### src/rtl/boy_sprite_addr_gen.sv
// Boy sprite address generator: bounding-box test, ROM offset and
// walk-animation frame selection, all registered on the pixel clock.
module boy_sprite_addr_gen #(
    parameter int SPR_W           = 20,
    parameter int SPR_H           = 40,
    parameter int FRAMES_PER_STEP = 8,
    parameter int STEPS           = 2
) (
    input  logic       vga_clk,
    input  logic       Reset,
    input  logic [9:0] DrawX,
    input  logic [9:0] DrawY,
    input  logic       blank,
    input  logic       frame_start,
    input  logic [9:0] BoyX,
    input  logic [9:0] BoyY,
    input  logic       moving,
    input  logic       dir_left,
    output logic [9:0] rom_address,
    output logic [2:0] sprite_sel,
    output logic       in_sprite
);

    localparam int HW = (FRAMES_PER_STEP > 1) ? $clog2(FRAMES_PER_STEP) : 1;
    localparam logic [HW-1:0] HOLD_MAX = HW'(FRAMES_PER_STEP - 1);
    localparam logic [1:0]    STEP_MAX = 2'(STEPS - 1);
    localparam logic [9:0]    W10      = 10'(SPR_W);
    localparam logic [2:0]    LEFT0    = 3'(1 + STEPS);

    typedef enum logic [1:0] {IDLE, WALK_R, WALK_L} state_t;

    state_t        state_q, state_d, tgt;
    logic [1:0]    step_q, step_d;
    logic [HW-1:0] hold_q, hold_d;
    logic [2:0]    sel_q, sel_d;
    logic [9:0]    addr_q, addr_d;
    logic          in_q, in_d;

    logic [10:0] x_end, y_end;
    logic [9:0]  dx, dy;
    logic        hit;

    // 11-bit box ends so a sprite near the right/bottom edge clips instead of wrapping
    assign x_end = {1'b0, BoyX} + 11'(SPR_W);
    assign y_end = {1'b0, BoyY} + 11'(SPR_H);
    assign hit   = (DrawX >= BoyX) && ({1'b0, DrawX} < x_end) &&
                   (DrawY >= BoyY) && ({1'b0, DrawY} < y_end);
    assign dx    = DrawX - BoyX;
    assign dy    = DrawY - BoyY;

    always_comb begin
        addr_d = hit ? (dx + dy * W10) : '0;
        in_d   = hit & blank;
    end

    always_comb begin
        state_d = state_q;
        step_d  = step_q;
        hold_d  = hold_q;
        tgt     = dir_left ? WALK_L : WALK_R;
        if (frame_start) begin
            if (!moving) begin
                state_d = IDLE;
                step_d  = '0;
                hold_d  = '0;
            end else if (tgt != state_q) begin
                state_d = tgt;
                step_d  = '0;
                hold_d  = '0;
            end else if (hold_q == HOLD_MAX) begin
                hold_d = '0;
                step_d = (step_q == STEP_MAX) ? 2'd0 : step_q + 2'd1;
            end else begin
                hold_d = hold_q + 1'b1;
            end
        end
    end

    always_comb begin
        sel_d = 3'd0;
        unique case (state_d)
            IDLE:    sel_d = 3'd0;
            WALK_R:  sel_d = 3'd1 + {1'b0, step_d};
            WALK_L:  sel_d = LEFT0 + {1'b0, step_d};
            default: sel_d = 3'd0;
        endcase
    end

    always_ff @(posedge vga_clk or posedge Reset) begin
        if (Reset) begin
            state_q <= IDLE;
            step_q  <= '0;
            hold_q  <= '0;
            sel_q   <= '0;
            addr_q  <= '0;
            in_q    <= 1'b0;
        end else begin
            state_q <= state_d;
            step_q  <= step_d;
            hold_q  <= hold_d;
            sel_q   <= sel_d;
            addr_q  <= addr_d;
            in_q    <= in_d;
        end
    end

    assign rom_address = addr_q;
    assign sprite_sel  = sel_q;
    assign in_sprite   = in_q;

endmodule

### config.mk
export PLATFORM = sky130hd
export DESIGN_NAME = boy_sprite_addr_gen
export DESIGN_NICKNAME = d
export VERILOG_FILES = /design/src/rtl/boy_sprite_addr_gen.sv
export SDC_FILE = /design/constraint.sdc
export NUM_CORES = 1
export LEC_CHECK = 0
export BUFFER_PORTS_ARGS = -buffer_cell sky130_fd_sc_hd__buf_4
export CAP_MARGIN = 20
export CORE_UTILIZATION = 35
export CTS_CLUSTER_DIAMETER = 80
export CTS_CLUSTER_SIZE = 12
export DETAILED_ROUTE_END_ITERATION = 8
export GPL_TIMING_DRIVEN = 1
export REMOVE_ABC_BUFFERS = 1
export SYNTH_ARGS = -nofsm -noshare
export SYNTH_HDL_FRONTEND = slang
export SYNTH_SLANG_ARGS = --single-unit
### constraint.sdc
create_clock -name vga_clk -period 1.81 [get_ports vga_clk]
set_clock_uncertainty 0.05 [all_clocks]
set_input_delay 0.2715 -clock vga_clk [delete_from_list [all_inputs] [get_ports vga_clk]]
set_output_delay 0.2715 -clock vga_clk [all_outputs]
set_load 0.01 [all_outputs]
==> results of run 1 <==
cell type report:
type                    count  area, um^2  share of cell area
repair buffers            147        1110               0.250
multi-input cells         222        2410               0.543
clock buffers               4        45.0              0.0102
inverters                  58         220              0.0497
well taps                  99         124              0.0279
flip-flops and latches     21         526               0.119
what timing repair did:
| item | CTS | global route |
|---|---|---|
| setup endpoints to repair | 13 | 13 |
| pin swaps | 36 | 31 |
| endpoints found under the hold margin | 16 | 0 |
| buffers inserted | 6 | 6 |
| hold buffers | 1 | 0 |
| resized for setup | 61 | 31 |
worst max path at each step:
stage / start / to / slack, ns
3_5_place_dp: DrawY[0] / rom_address[9] / -2.33
6_report: DrawY[0] / rom_address[9] / -1.87
3_3_place_gp: DrawY[0] / rom_address[9] / -2.26
5_1_grt: DrawY[0] / rom_address[9] / -2.00
2_1_floorplan: DrawY[0] / rom_address[9] / -2.03
4_1_cts: DrawY[0] / rom_address[9] / -1.83
per-stage QoR:
stage	power [mW]	area (um^2)
3_3_place_gp	2.75	3810
4_1_cts	3.60	4210
5_1_grt	4.51	4430
3_5_place_dp	2.80	3810
6_report	4.18	4430
2_1_floorplan	1.99	2680
Yosys cell counts:
cell type  number
inv_1          58
ha_1           57
dfrtp_1        21
xnor2_1        20
nor2_1         19
a21oi_1        15
o21ai_0        15
nand2_1        13
fa_1           12
xor2_1          8
a21o_1          7
nor3_1          7
o21a_1          5
nor2b_1         4
o2111ai_1       4
and3_1          3
nand3_1         3
a2111oi_0       2
a2111oi_2       2
a31oi_1         2
nand2b_1        2
nand3b_1        2
nor4_1          2
o2bb2ai_1       2
o31ai_1         2
a211o_1         1
a211oi_1        1
a21boi_0        1
a21oi_2         1
a221o_1         1
a221oi_1        1
and3_2          1
buf_6           1
clkbuf_1        1
mux2_2          1
nor3b_1         1
o211ai_1        1
o21ai_1         1
o22ai_1         1
o32ai_1         1
o41ai_1         1
metal layers:
layer  wire length [um]  vias to the layer above  track usage
met4                135                        0       0.0519
li1                   -                     1333            -
met2               3650                       66        0.294
met1               2980                     1183        0.202
met3                227                       15       0.0127
met5                  0                        -            0
registers in the layout (all words and copies together), names as in the netlist:
signal,cells
hold_q,3
step_q,2
state_q,2
in_sprite,1
rom_address,10
sprite_sel,3
cell families after synthesis:
logic type / synth area share
adder cells (fa/ha/maj): 0.354
AO/OA/AOI/OAI: 0.169
buffers and inverters: 0.0864
AND/OR/NAND/NOR: 0.0999
XOR/XNOR: 0.0911
flip-flops: 0.195
multiplexers: 0.00418
tightest hold or removal path, delay by kind of cell:
family | cells | cell delay [ns]
buffers and inverters | 2 | 0.15
and+or+nand+nor | 1 | 0.04
power groups by stage:
stage          Sequential (mW)  Combinational [mW]  Clock, mW
4_1_cts                  0.516                2.79      0.302
6_report                 0.518                3.36      0.294
3_5_place_dp             0.525                2.28          0
2_1_floorplan            0.539                1.45          0
5_1_grt                  0.520                3.66      0.323
3_3_place_gp             0.526                2.23          0
==> metrics.csv, run 1 <==
metric;value;unit
numCtsBuffers;3;
critPathTopFamily;adder cells;
antenna_cells;0;
period_share;2.03;
wirelength;6990;um
ir_drop;0.599;mV
path_max_fanout;3;
avgRoutedWirePerCell;12.7;um
grt_pass1_vias;2562;
dp_cells;534;
cp-start-kind;input pin;
fin_cells;551;
crit_path_cell_trace;buf_6, inv_4, ha_4, inv_2, fa_2, a21oi_4, o21ai_2, nor2b_4, ha_4, inv_2, fa_2, fa_1, inv_2, ha_4, o2111ai_4, a31oi_2, nor2_1, xnor2_1, xnor2_1, nor2_1;
ff2ff_setup_slack;-0.04;ns
clk_pin_slew;0.07;ns
vias_per_cell;4.71;
ctsRootBufferMaster;clkbuf_8;
p_per_area;942;nW/um^2
core_area;7330;um^2
path_buf_inv;5;
clock_path_buffers;2;
crit_required;1.91;ns
drc_errors;0;
num_vias;2597;
dr.first_iter.drc_count;65;
grt_overflow_total;0;
pwr-share-comb;0.806;
hold_viol;0;
ioPinCount;60;
synth_cell_types;41;
seqPwrFrac;0.124;
io_buffers;59;
relSlewSlack;0.735;
synth-warning-count;0;
antenna_found_initial;0;
nets;568;
hpwl;5180;um
cap_violations;0;
initial_utilization;0.367;
crit_path_max_incr_delay;0.51;ns
syn_area_per_cell;8.89;um^2
gp_congestion;0.827;
holdCritPathClass;input pin to flop;
setup_tns;-10.88;ns
yosysSeqAreaShare;0.195;
final_common_cell;buf_4;
antenna_left;0;
fillers;619;
hold_slack;0.189;ns
slew_viol_final;0;
die_w;89.7;um
reg2regPathDepth;8;
mostFrequentLayoutCells;buf_4 (145), inv_1 (50), ha_1 (38), dfrtp_1 (21);
ys_ff_latch;21;
timing_worst_setup_path_type;input pin to flop;
grt_max_degree;22;
synthCells;303;
timing.critical_path.slowest_stage_cell;fa_1;
design.die.area;8050;um^2
setup_viol;12;
pre_cts_ws;-2.33;ns
internal_power;2.49;mW
tightest_slew;0.388;ns
r2r_end;sprite_sel[1];
yosysTopAreaCellShare;0.265;
status;finished, violations left;
fp-row-count;31;
synthTopCellsByArea;ha_1 (26%), dfrtp_1 (20%), fa_1 (8.9%), inv_1 (8.1%), xnor2_1 (6.5%);
p_sw;1.68;mW
p_sw_frac;0.402;
cts.htree.levels;1;
post-route-util;0.605;
yosysTopAreaCell;ha_1;
layout_min_cycle_time;3.68;ns
cp.depth;20;
cts_tree;built;
clock.fmax;0.271;GHz
dieHeight;89.7;um
track_usage;0.162;
holdPathStages;3;
syn-cell-area;2690;um^2
violations;negative setup slack;
cts_sinks;21;
cp.arrival;3.78;ns
worstHoldStart;blank;
clk-insertion-delay-late;0.25;ns
whs_endpoint;in_sprite;
r2r-start;state_q[0];
area_growth;64.6;%
rsz0062_at_grt;yes;
dr.pass1.iters;4;
p_leak;2.25;nW
drive_above_1_share;0.480;
setup_slack;-1.87;ns
p_clk_frac;0.070;
end_kind;flop;
grt_pass1_wl;11000;um
Note: power is estimated with default switching activity, not from simulation.
==> run 2: changes to the inputs <==
Clock period 1.81 ns to 4 ns, I/O delays scaled along.
==> metrics.csv, run 2 (synthesis gave the netlist of run 1 again) <==
metric;value;unit;change
relSlewSlack;0.477;;-0.257
gp_congestion;0.818;;-1.1%
grt_max_degree;22;;unchanged
grt_overflow_total;0;;unchanged
cp-start-kind;input pin;;
tightest_slew;0.783;ns;+0.395 ns
ioPinCount;60;;unchanged
p_clk_frac;0.090;;+0.020
post-route-util;0.501;;-0.104
cts_tree;built;;
drc_errors;0;;unchanged
numCtsBuffers;3;;unchanged
fp-row-count;31;;unchanged
track_usage;0.145;;-0.0173
slew_viol_final;0;;unchanged
grt_pass1_wl;9760;um;-11%
dieHeight;89.7;um;unchanged
power.total;1.50;mW;-64%
timing_worst_setup_path_type;input pin to flop;;
period_share;0.997;;
final_common_cell;buf_4;;
met2_usage;0.259;;-0.0353
antenna_cells;0;;unchanged
die_w;89.7;um;unchanged
p_sw_frac;0.394;;-0.00794
cap_violations;0;;unchanged
clock.fmax;0.251;GHz;
p_per_area;408;nW/um^2;-57%
grt.met1_usage;0.185;;-0.0170
timing.critical_path.slowest_stage_cell;fa_1;;
p_sw;0.592;mW;-65%
rsz0062_at_grt;yes;;
antenna_left;0;;unchanged
io_buffers;59;;unchanged
layout_min_cycle_time;3.99;ns;
area_growth;36.4;%;
clk-insertion-delay-late;0.26;ns;about the same
initial_utilization;0.367;;unchanged
antenna_found_initial;0;;unchanged
vias_per_cell;4.75;;+0.70%
core_area;7330;um^2;unchanged
cp.arrival;4.07;ns;+0.29 ns
crit_required;4.08;ns;+2.17 ns
largest_reg_flops;10;;unchanged
internal_power;0.908;mW;-64%
crit_path_max_incr_delay;0.44;ns;-0.07 ns
drive_above_1_share;0.308;;-0.172
clk_pin_slew;0.08;ns;about the same
ctsRootBufferMaster;clkbuf_8;;
end_kind;flop;;
cts_sinks;21;;unchanged
path_max_fanout;2;;-1
pre_cts_ws;-0.480;ns;+1.85 ns
nets;506;;-11%
setup_slack;0.0103;ns;+1.88 ns
fillers;699;;+13%
wirelength;5930;um;-15%
hold_viol;0;;unchanged
clock_path_buffers;2;;unchanged
avgRoutedWirePerCell;12.1;um;-4.4%
dr.pass1.iters;4;;unchanged
pwr-share-comb;0.754;;-0.052
crit_path_cell_trace;buf_6, inv_4, ha_4, inv_2, fa_2, a21oi_2, o21ai_2, o21a_1, nor2_1, xnor2_1, ha_1, ha_4, xnor2_2, fa_1, ha_1, o21ai_1, a31oi_1, nor2_1, xnor2_1, xnor2_1, nor2_1;;
grtUsageMet3;0.0144;;+0.00169
cts.htree.levels;1;;unchanged
seqPwrFrac;0.156;;+0.032
hpwl;4860;um;-6.1%
grt_pass1_vias;2287;;-11%
holdCritPathClass;input pin to async pin;;
grt_busiest_layer;met2;;
p_leak;1.92;nW;-15%
mostFrequentLayoutCells;buf_4 (84), inv_1 (55), ha_1 (48), dfrtp_1 (21), nor2_1 (19);;
design.die.area;8050;um^2;unchanged
num_vias;2321;;-11%
hold_slack;0.441;ns;+0.252 ns
setup_tns;0;ns;+10.88 ns
ir_drop;0.257;mV;-57%
cts_hold_buf;0;;-1
setup_viol;0;;-12
status;finished clean;;
dr.first_iter.drc_count;42;;-35%
run 2: what timing repair did:
action                     in CTS  in global routing
cloned                          0                  0
resized for setup              23                 11
setup buffers                   2                  1
setup endpoints to repair       2                  2
pin swaps                      19                 18
run 2: per-stage QoR:
| stage | area [um^2] | instances |
|---|---|---|
| after floorplan | 2680 | 301 |
| after CTS | 3600 | 488 |
| after detailed placement | 3420 | 482 |
| after global placement | 3420 | 482 |
| after global routing | 3670 | 489 |
| final | 3670 | 489 |
run 2: power by group through the flow:
stage | registers, mW | logic (mW) | clock network, mW
after global routing | 0.236 | 1.27 | 0.148
final | 0.234 | 1.13 | 0.134
after detailed placement | 0.238 | 0.975 | 0
after global placement | 0.238 | 0.959 | 0
after floorplan | 0.244 | 0.657 | 0
after CTS | 0.234 | 1.08 | 0.140
run 2: area by class of cell:
cell class                 instances  area, um^2  share of cell area
clock buffer                       3        41.3              0.0112
clock inverter                     1        5.00             0.00136
inverter                          58         220              0.0599
multi-input combinational        222        2120               0.576
sequential                        21         526               0.143
tap                               99         124              0.0337
timing repair buffer              85         642               0.175
run 2: final timing paths:
check | from | end | slack, ns | cells after the start
min | Reset | step_q[0] | 0.44 | 2
max reg2reg | state_q[1] | sprite_sel[1] | 1.80 | 8
max in group asynchronous | Reset | sprite_sel[1] | 2.97 | 2
min in group vga_clk | hold_q[2] | hold_q[2] | 0.45 | 1
min reg2reg | hold_q[2] | hold_q[2] | 0.45 | 1
max | DrawY[0] | rom_address[9] | 0.01 | 21
run 2: layer usage:
| metal | part of all wire | wire, um | up-vias |
|---|---|---|---|
| met5 | 0 | 0 | - |
| met2 | 0.49 | 2920 | 34 |
| met1 | 0.47 | 2810 | 1081 |
| met4 | 0.0098 | 58 | 0 |
| li1 | - | - | 1202 |
| met3 | 0.024 | 144 | 4 |
run 2: worst max-delay path, delay by kind of cell:
family	cells	cell delay (ns)
compound gates	5	0.67
xor+xnor	4	0.57
fa+ha+maj	6	1.82
buf+inv	3	0.16
simple gates	3	0.25
